### src/rtl/cpu_run_ctrl.sv
// cpu_run_ctrl: run/step/halt/breakpoint controller for a simple in-order CPU.
// The core advances one instruction per clock while cpu_ena is high. One
// hardware breakpoint compares pc_in against a loaded address. The breakpointed
// instruction is held back, and it executes exactly once when execution resumes.
//
// Command handshake: a command transfers on a rising clk edge where
// cmd_valid && cmd_ready. cmd_ready depends only on the current state and
// cmd_op, never on cmd_valid. While the core is executing (RUN/STEP), only
// HALT and SET_BP are accepted. RUN and STEP stall until the core is stopped.
module cpu_run_ctrl (
    input  logic        clk,
    input  logic        rst,
    input  logic        cmd_valid,
    output logic        cmd_ready,
    input  logic [1:0]  cmd_op,
    input  logic [31:0] cmd_arg,
    input  logic        bp_clr,
    input  logic [31:0] pc_in,
    output logic        cpu_ena,
    output logic [1:0]  state,
    output logic        bp_hit,
    output logic [31:0] retired_cnt
);

    typedef enum logic [1:0] {
        ST_HALT  = 2'b00,
        ST_RUN   = 2'b01,
        ST_STEP  = 2'b10,
        ST_BREAK = 2'b11
    } state_t;

    localparam logic [1:0] OP_RUN    = 2'b00;
    localparam logic [1:0] OP_STEP   = 2'b01;
    localparam logic [1:0] OP_HALT   = 2'b10;
    localparam logic [1:0] OP_SET_BP = 2'b11;

    state_t      state_q, state_d;
    logic [31:0] step_cnt_q, step_cnt_d;
    logic [31:0] bp_addr_q, bp_addr_d;
    logic        bp_valid_q, bp_valid_d;
    logic        skip_flag_q, skip_flag_d;
    logic [31:0] retired_cnt_q, retired_cnt_d;

    logic        executing;
    logic        bp_stop;
    logic        ena;
    logic        ready;
    logic        accept;
    logic        acc_run;
    logic        acc_step;
    logic        acc_halt;
    logic        acc_set_bp;

    // Execution enable, breakpoint detection and command acceptance
    always_comb begin
        executing  = (state_q == ST_RUN) || (state_q == ST_STEP);
        // A breakpoint stops only free-running execution. It is suppressed for
        // the first instruction after resuming from BREAK.
        bp_stop    = (state_q == ST_RUN) && bp_valid_q &&
                     (pc_in == bp_addr_q) && !skip_flag_q;
        ena        = executing && !bp_stop;
        ready      = !executing || (cmd_op == OP_HALT) || (cmd_op == OP_SET_BP);
        accept     = cmd_valid && ready;
        acc_run    = accept && (cmd_op == OP_RUN);
        acc_step   = accept && (cmd_op == OP_STEP);
        acc_halt   = accept && (cmd_op == OP_HALT);
        acc_set_bp = accept && (cmd_op == OP_SET_BP);
    end

    // Run-control FSM: next state, step budget and resume-skip flag
    always_comb begin
        state_d     = state_q;
        step_cnt_d  = step_cnt_q;
        skip_flag_d = skip_flag_q;

        // The first instruction retired after a resume consumes the skip.
        if (ena) begin
            skip_flag_d = 1'b0;
        end

        case (state_q)
            ST_HALT, ST_BREAK: begin
                if (acc_run) begin
                    state_d = ST_RUN;
                    if (state_q == ST_BREAK) begin
                        skip_flag_d = 1'b1;
                    end
                end else if (acc_step) begin
                    state_d    = ST_STEP;
                    step_cnt_d = (cmd_arg == 32'd0) ? 32'd1 : cmd_arg;
                    if (state_q == ST_BREAK) begin
                        skip_flag_d = 1'b1;
                    end
                end else if (acc_halt) begin
                    state_d    = ST_HALT;
                    step_cnt_d = 32'd0;
                end
            end
            ST_RUN: begin
                // A HALT takes priority over a breakpoint match in the same
                // cycle. The core stops in HALT, not BREAK.
                if (acc_halt) begin
                    state_d    = ST_HALT;
                    step_cnt_d = 32'd0;
                end else if (bp_stop) begin
                    state_d = ST_BREAK;
                end
            end
            ST_STEP: begin
                // STEP always retires this cycle, even if a HALT arrives too.
                if (acc_halt) begin
                    state_d    = ST_HALT;
                    step_cnt_d = 32'd0;
                end else if (step_cnt_q <= 32'd1) begin
                    state_d    = ST_HALT;
                    step_cnt_d = 32'd0;
                end else begin
                    step_cnt_d = step_cnt_q - 32'd1;
                end
            end
            default: begin
                state_d = ST_HALT;
            end
        endcase
    end

    // Breakpoint register: load or disable on an accepted SET_BP
    always_comb begin
        bp_addr_d  = bp_addr_q;
        bp_valid_d = bp_valid_q;
        if (acc_set_bp) begin
            if (bp_clr) begin
                bp_valid_d = 1'b0;
            end else begin
                bp_addr_d  = cmd_arg;
                bp_valid_d = 1'b1;
            end
        end
    end

    // Retired-instruction counter, free-running with natural wrap
    always_comb begin
        retired_cnt_d = retired_cnt_q + {31'd0, ena};
    end

    // State registers. The async reset also drops cpu_ena immediately through state_q.
    always_ff @(posedge clk or posedge rst) begin
        if (rst) begin
            state_q       <= ST_HALT;
            step_cnt_q    <= 32'd0;
            bp_addr_q     <= 32'd0;
            bp_valid_q    <= 1'b0;
            skip_flag_q   <= 1'b0;
            retired_cnt_q <= 32'd0;
        end else begin
            state_q       <= state_d;
            step_cnt_q    <= step_cnt_d;
            bp_addr_q     <= bp_addr_d;
            bp_valid_q    <= bp_valid_d;
            skip_flag_q   <= skip_flag_d;
            retired_cnt_q <= retired_cnt_d;
        end
    end

    // Output mapping
    always_comb begin
        cmd_ready   = ready;
        cpu_ena     = ena;
        state       = state_q;
        bp_hit      = (state_q == ST_BREAK);
        retired_cnt = retired_cnt_q;
    end

endmodule
### config.mk
export PLATFORM = sky130hd
export DESIGN_NAME = cpu_run_ctrl
export DESIGN_NICKNAME = d
export VERILOG_FILES = /design/src/rtl/cpu_run_ctrl.sv
export SDC_FILE = /design/constraint.sdc
export NUM_CORES = 1
export LEC_CHECK = 0
export ABC_AREA = 1
export BUFFER_PORTS_ARGS = -buffer_cell sky130_fd_sc_hd__buf_2
export CAP_MARGIN = 20
export CORE_ASPECT_RATIO = 1.75
export CORE_UTILIZATION = 45
export CTS_BUF_LIST = sky130_fd_sc_hd__clkbuf_8
export DETAILED_ROUTE_END_ITERATION = 8
export PLACE_DENSITY = 0.72
export RECOVER_POWER = 25
export SKIP_LAST_GASP = 1
export SYNTH_ARGS = -nofsm -noshare
export SYNTH_HDL_FRONTEND = slang
export SYNTH_SLANG_ARGS = --single-unit
export TNS_END_PERCENT = 5
### constraint.sdc
create_clock -name clk -period 6.35 [get_ports clk]
set_input_delay 1.27 -clock clk [delete_from_list [all_inputs] [get_ports clk]]
set_output_delay 1.27 -clock clk [all_outputs]
set_load 0.005 [all_outputs]
## Yosys cells after proc, flatten, opt, wreduce, memory -nomap -nowiden

Index checks and enable logic that the tools add are counted.

- Bits in registers: 100
- Bits in latches: 0
- Memory bits (writable): 0
- ROM bits: 0
- Input bits: 70
- Output and inout bits: 37
- Memories kept: 0

- Add/sub/neg operators: 2
- Multipliers: 0
- Div/mod/pow operators: 0
- Order comparisons: 1
- Eq/ne operators: 11
- Shifts and indexed selects: 0
- Mux-type cells: 21
- Bitwise gates (word level): 1
- Reduce and logical (&&, ||, !) cells: 21

Operators by type and width:

| operator | count |
|---|---|
| 32-bit two-way mux | 6 |
| 32-bit one-hot mux with 3 select lines | 1 |
| 32-bit by 1-bit adder with 32-bit output | 1 |
| 32-bit == test | 1 |
| 32-bit by 1-bit less-or-equal comparator with 1-bit output, second input constant | 1 |
| 32-bit logical NOT | 1 |
| 32-bit by 1-bit subtractor with 32-bit output, second input constant | 1 |
| 2-bit two-way mux | 7 |
| 1-bit logical AND | 9 |
| 2-bit == test, second input constant | 4 |
| 1-bit two-way mux | 6 |
| 2-bit one-hot mux with 3 select lines | 1 |
| 2-bit by 1-bit == test with 1-bit output, second input constant | 2 |
| 2-bit logical NOT | 2 |
| 4-bit inequality test, second input constant | 1 |
| 1-bit logical NOT | 3 |
| 1-bit logical OR | 3 |
| 3-bit by 2-bit inequality test with 1-bit output, second input constant | 1 |
| 3-bit inequality test, second input constant | 1 |
| 3-bit AND reduction | 1 |
| 2-bit inequality test, second input constant | 1 |
| 2-bit AND reduction | 1 |
| 2-bit OR reduction | 1 |
| 1-bit NOT | 1 |

## Longest topological paths before layout

- Depth in word-level cells: 11
- Gate-level depth with buffers: 18

## Worst setup path after synthesis

OpenSTA, ideal clock, no wires.

- Kind: input -> register
- Start point: input port pc_in[27]
- End point: register retired_cnt_q[26], in the netlist retired_cnt[26]
- Library setup time: 0.124 ns
- Arrival time: 3.126 ns
- Required time: 6.226 ns
- Slack: 3.100 ns
- Cell stages on the path: 15
- Path buffers: 0
- Path through: nand2_1 inv_1 nor2_1 nor2_1 nand3_1 nor2_1 a31oi_1 ha_1 ha_1 nand3_1 nor2_2 nand4_2 nor3_1 nand4_1 xnor2_1

- Word-level cells in the longest chain between the ends: 6

RTL lines:

| item | RTL line | source |
|---|---|---|
| from (decl) | 18 | `input logic [31:0] pc_in,` |
| 32-bit == test | 60 | `(pc_in == bp_addr_q) && !skip_flag_q;` |
| 1-bit logical AND | 59 | `bp_stop = (state_q == ST_RUN) && bp_valid_q &&` |
| 1-bit logical AND | 60 |  |
| 1-bit logical NOT | 61 | `ena = executing && !bp_stop;` |
| 1-bit logical AND | 61 |  |
| net cpu_ena | 19 | `output logic cpu_ena,` |
| 32-bit by 1-bit adder with 32-bit output | 143 | `retired_cnt_d = retired_cnt_q + {31'd0, ena};` |
| net retired_cnt_d[26] | 42 | `logic [31:0] retired_cnt_q, retired_cnt_d;` |
| to (signal assigned) | 161 | `retired_cnt_q <= retired_cnt_d;` |
| to (decl) | 42 |  |

The timed path passes the listed nets, and every way through them passes these cells.
A chain may end at the register's enable or synchronous reset.

## Worst setup path after layout

- Start point: input port pc_in[1]
- End point: output port cpu_ena

- Word-level cells in the longest chain between the ends: 5

RTL lines:

| item | RTL line |
|---|---|
| 32-bit == test | 60 |
| 1-bit logical AND | 59 |
| 1-bit logical AND | 60 |
| 1-bit logical NOT | 61 |
| 1-bit logical AND | 61 |
| to (decl) | 19 |

No other way between the ends.

==> results by group <==
Critical path
  – CP Cell Sequence: buf_2 -> xor2_1 -> nor2_1 -> nand3_1 -> nor2_1 -> a31oi_1 -> buf_2
  – Crit-path max cell delay: 0.29 ns
  – Crit-path max FO: 2
  – Setup CP Type: in2out
  – Worst Path Arrival: 2.45 ns
  – Crit path required time: 5.08 ns
  – Slowest cell on crit path: nor2_1
  – Reg2reg start: state[0]$_DFFE_PP0P_
  – Type of origin of the critical path: input port
  – Crit path from: pc_in[1]
  – Critical Path End Type: output pin

Routing
  – Initial DRT Pass Iterations: 5
  – DRC: 0
  – Top layer in use: met4
  – DR WL met2: 8610 um
  – Iter 0 DRT Violations: 232
  – Final ANT Viol Nets: 0
  – DR WL met3: 637 um
  – WL met1: 6070 um
  – Final Routed Wirelength: 16000 um
  – Vias: 5570
  – Via-to-Cell Ratio: 5.06
  – Wire per inst: 14.5 um

Power
  – Sw frac: 46.9%
  – Leakage: 0.00369 uW
  – Power density over the cells: 373 nW/um2
  – Max VDD drop: 179 uV
  – Clock power frac: 14.8%
  – Sequential Power Share: 36.5%
  – Sw Pwr: 1200 uW
  – P_int: 1360 uW
  – Gate power share: 48.7%

Global route
  – GRT Total Usage: 24.0%
  – First-pass GRT wire length: 25200 um
  – GR Overflow Total: 0
  – Largest net degree at the start of global routing: 66
  – Initial antenna violation count: 0
  – Number of global-route vias before repair: 5421

STA
  – Worst Tran Pin Value: 2.26 ns
  – Final min period: 3.72 ns
  – RSZ-0062 raised after global routing: false
  – Setup ws final: 2.63 ns
  – Setup_tns: 0 ns
  – Final setup fails: 0
  – Max-slew violations: 50
  – Final hold viol count: 0
  – F_max: 0.269 GHz
  – WHS: 0.483 ns
  – Max_slew headroom: -51.2%
  – Final Skew: 0.0117 ns
  – Tcrit/Tclk final: 58.6%

Floorplanning
  – Core area: 13000 um2
  – # IOs: 107
  – Rows: 55
  – Die Footprint: 13900 um2
  – Chip Height: 155 um
  – Starting Density: 46.3%
  – Die width: 89.5 um

Run status
  – Outcome: finished, violations left
  – Failing checks: capacitance limit, slew limit

Cells and area
  – Share of cells above drive strength 1: 15.6%
  – Multi-input gate area: 3000 um2
  – Final nets: 1002
  – Register area: 2500 um2
  – Fill cell count: 1314
  – Ant. Diodes: 0
  – Fin area: 6850 um2
  – Final instance count without filler cells: 1101
  – Area grow syn2layout: 13.6%

Logic synthesis
  – Most frequent cells after synthesis: nand2_1 (234), nor2_1 (108), inv_1 (105), dfrtp_1 (100), nand3_1 (43)
  – Largest area contributor in the netlist: dfrtp_1
  – Syn_area_per_cell: 7.32 um2
  – Multiplexer share of the synthesized area: 0%
  – Mapped Area: 6020 um2
  – YS warnings: 0
  – Top-area cell type share of the netlist area: 41.5%
  – Mapped Cells: 823
  – Syn Nets: 900
  – Most frequent cell after synthesis: nand2_1
  – Synth area leaders: dfrtp_1 (42%), nand2_1 (15%), nor2_1 (6.7%), inv_1 (6.5%), xor2_1 (4.7%)
  – Adder-Cell Fraction of Synth Area: 1.45%
  – Largest family of logic cells by synthesized area: simple AND/OR/NAND/NOR gates
  – Post-synthesis compound-gate area fraction: 7.33%
  – Asr flop ratio synth: 100%
  – Synth Register Bits: 100
  – Post-synth EDFFs: 0
  – XOR/XNOR Fraction of Synth Area: 8.58%
  – Sequential-to-total area share from yosys stat: 41.5%
  – Main flop type after synthesis: dfrtp_1
  – Cell variety after synth: 38
  – Post-Synth Simple-Gate Area: 32.5%

CTS
  – Post-CTS resize count: 0
  – # clock sinks: 100
  – CTS Buffer Depth: 2
  – Clk root buf: clkbuf_8
  – H-tree levels: 3
  – CTS tree: built
  – CTS Hold Bufs: 0
  – Worst-Skew Late Latency: 0.37 ns
  – Setup bufs post-CTS: 0
  – CTS Buf Count: 9
  – CTS clock-pin slew for the worst setup and hold paths: 0.10 ns

Hold path
  – Hold Crit Start: retired_cnt[31]$_DFF_PP0_
  – Hold Crit Class: reg2reg

Placement
  – Inst Count DP: 1085
  – Placed Area: 6690 um2
  – PortBufs: 106
  – Routability cong.: 0.926
  – Setup Slack @ Placement: 2.54 ns
  – Dpl hpwl: 12300 um

Flow run
  – Max-cap violation count: 1
## power by group through the flow
stage | Combinational, uW | Sequential, uW | Clock, uW
2_1_floorplan | 967 | 905 | 0
3_3_place_gp | 1220 | 938 | 0
3_5_place_dp | 1230 | 942 | 0
4_1_cts | 1240 | 929 | 386
5_1_grt | 1410 | 952 | 408
6_report | 1240 | 932 | 377
## critical path: cells and delay by family
kind            cells  cell delay, ns
compound gates      1            0.19
buf+inv             2            0.29
simple gates        3            0.56
xor+xnor            1            0.13
## final timing paths
check                                             end  slack (ns)  cells after the start
setup / recovery                              cpu_ena        2.63                      7
max in group asynchronous    retired_cnt[3]$_DFF_PP0_        3.38                      3
hold / removal              retired_cnt[31]$_DFF_PP0_        0.48                      1
setup reg to reg           step_cnt_q[29]$_DFFE_PP0P_        3.18                     10
hold reg to reg             retired_cnt[31]$_DFF_PP0_        0.48                      1
min in group asynchronous    bp_addr_q[3]$_DFFE_PP0P_        1.49                      2
## kinds of logic (layout without fill, tap and decap cells)
kind of cell    count (synthesis)  after routing
flops                         100            100
buf+inv                       128            235
xor+xnor                       59             59
compound gates                 76             76
fa+ha+maj                       7              7
simple gates                  453            453
## state kept, by name (all words and copies together), names as in the netlist
name / count
state: 2
step_cnt_q: 32
skip_flag_q: 1
bp_addr_q: 32
retired_cnt: 32
bp_valid_q: 1
## metal layers
layer	up-vias	global-route usage, %
met2	138	44.3
li1	2781	-
met3	49	2.97
met1	2602	25.5
met4	0	12.9
met5	-	0
## metrics by stage
stage               utilization (%)  total power (uW)
floorplan                         -              1870
global placement               51.4              2160
detailed placement             51.4              2180
CTS                            52.7              2560
global route                   52.6              2770
finish                         52.6              2550
## area by class of cell
cell class                      count  area share [%]
Multi-Input combinational cell    595            43.9
Sequential cell                   100            36.6
Timing Repair Buffer              108            7.80
Inverter                          111            6.14
Tap cell                          171            3.13
Clock buffer                       10            2.01
Clock inverter                      6           0.494
## layout by cell type (no fill, tap or decap), types with 10 or more instances in the layout
cell type,n
xor2_1,32
o21ai_1,18
inv_1,108
o21ai_0,28
clkbuf_8,10
nor2_1,108
buf_2,97
nand4_1,21
nor3_1,15
nand2_1,234
xnor2_1,27
nand3_1,43
dfrtp_1,100
Note: power is estimated with default switching activity, not from simulation.
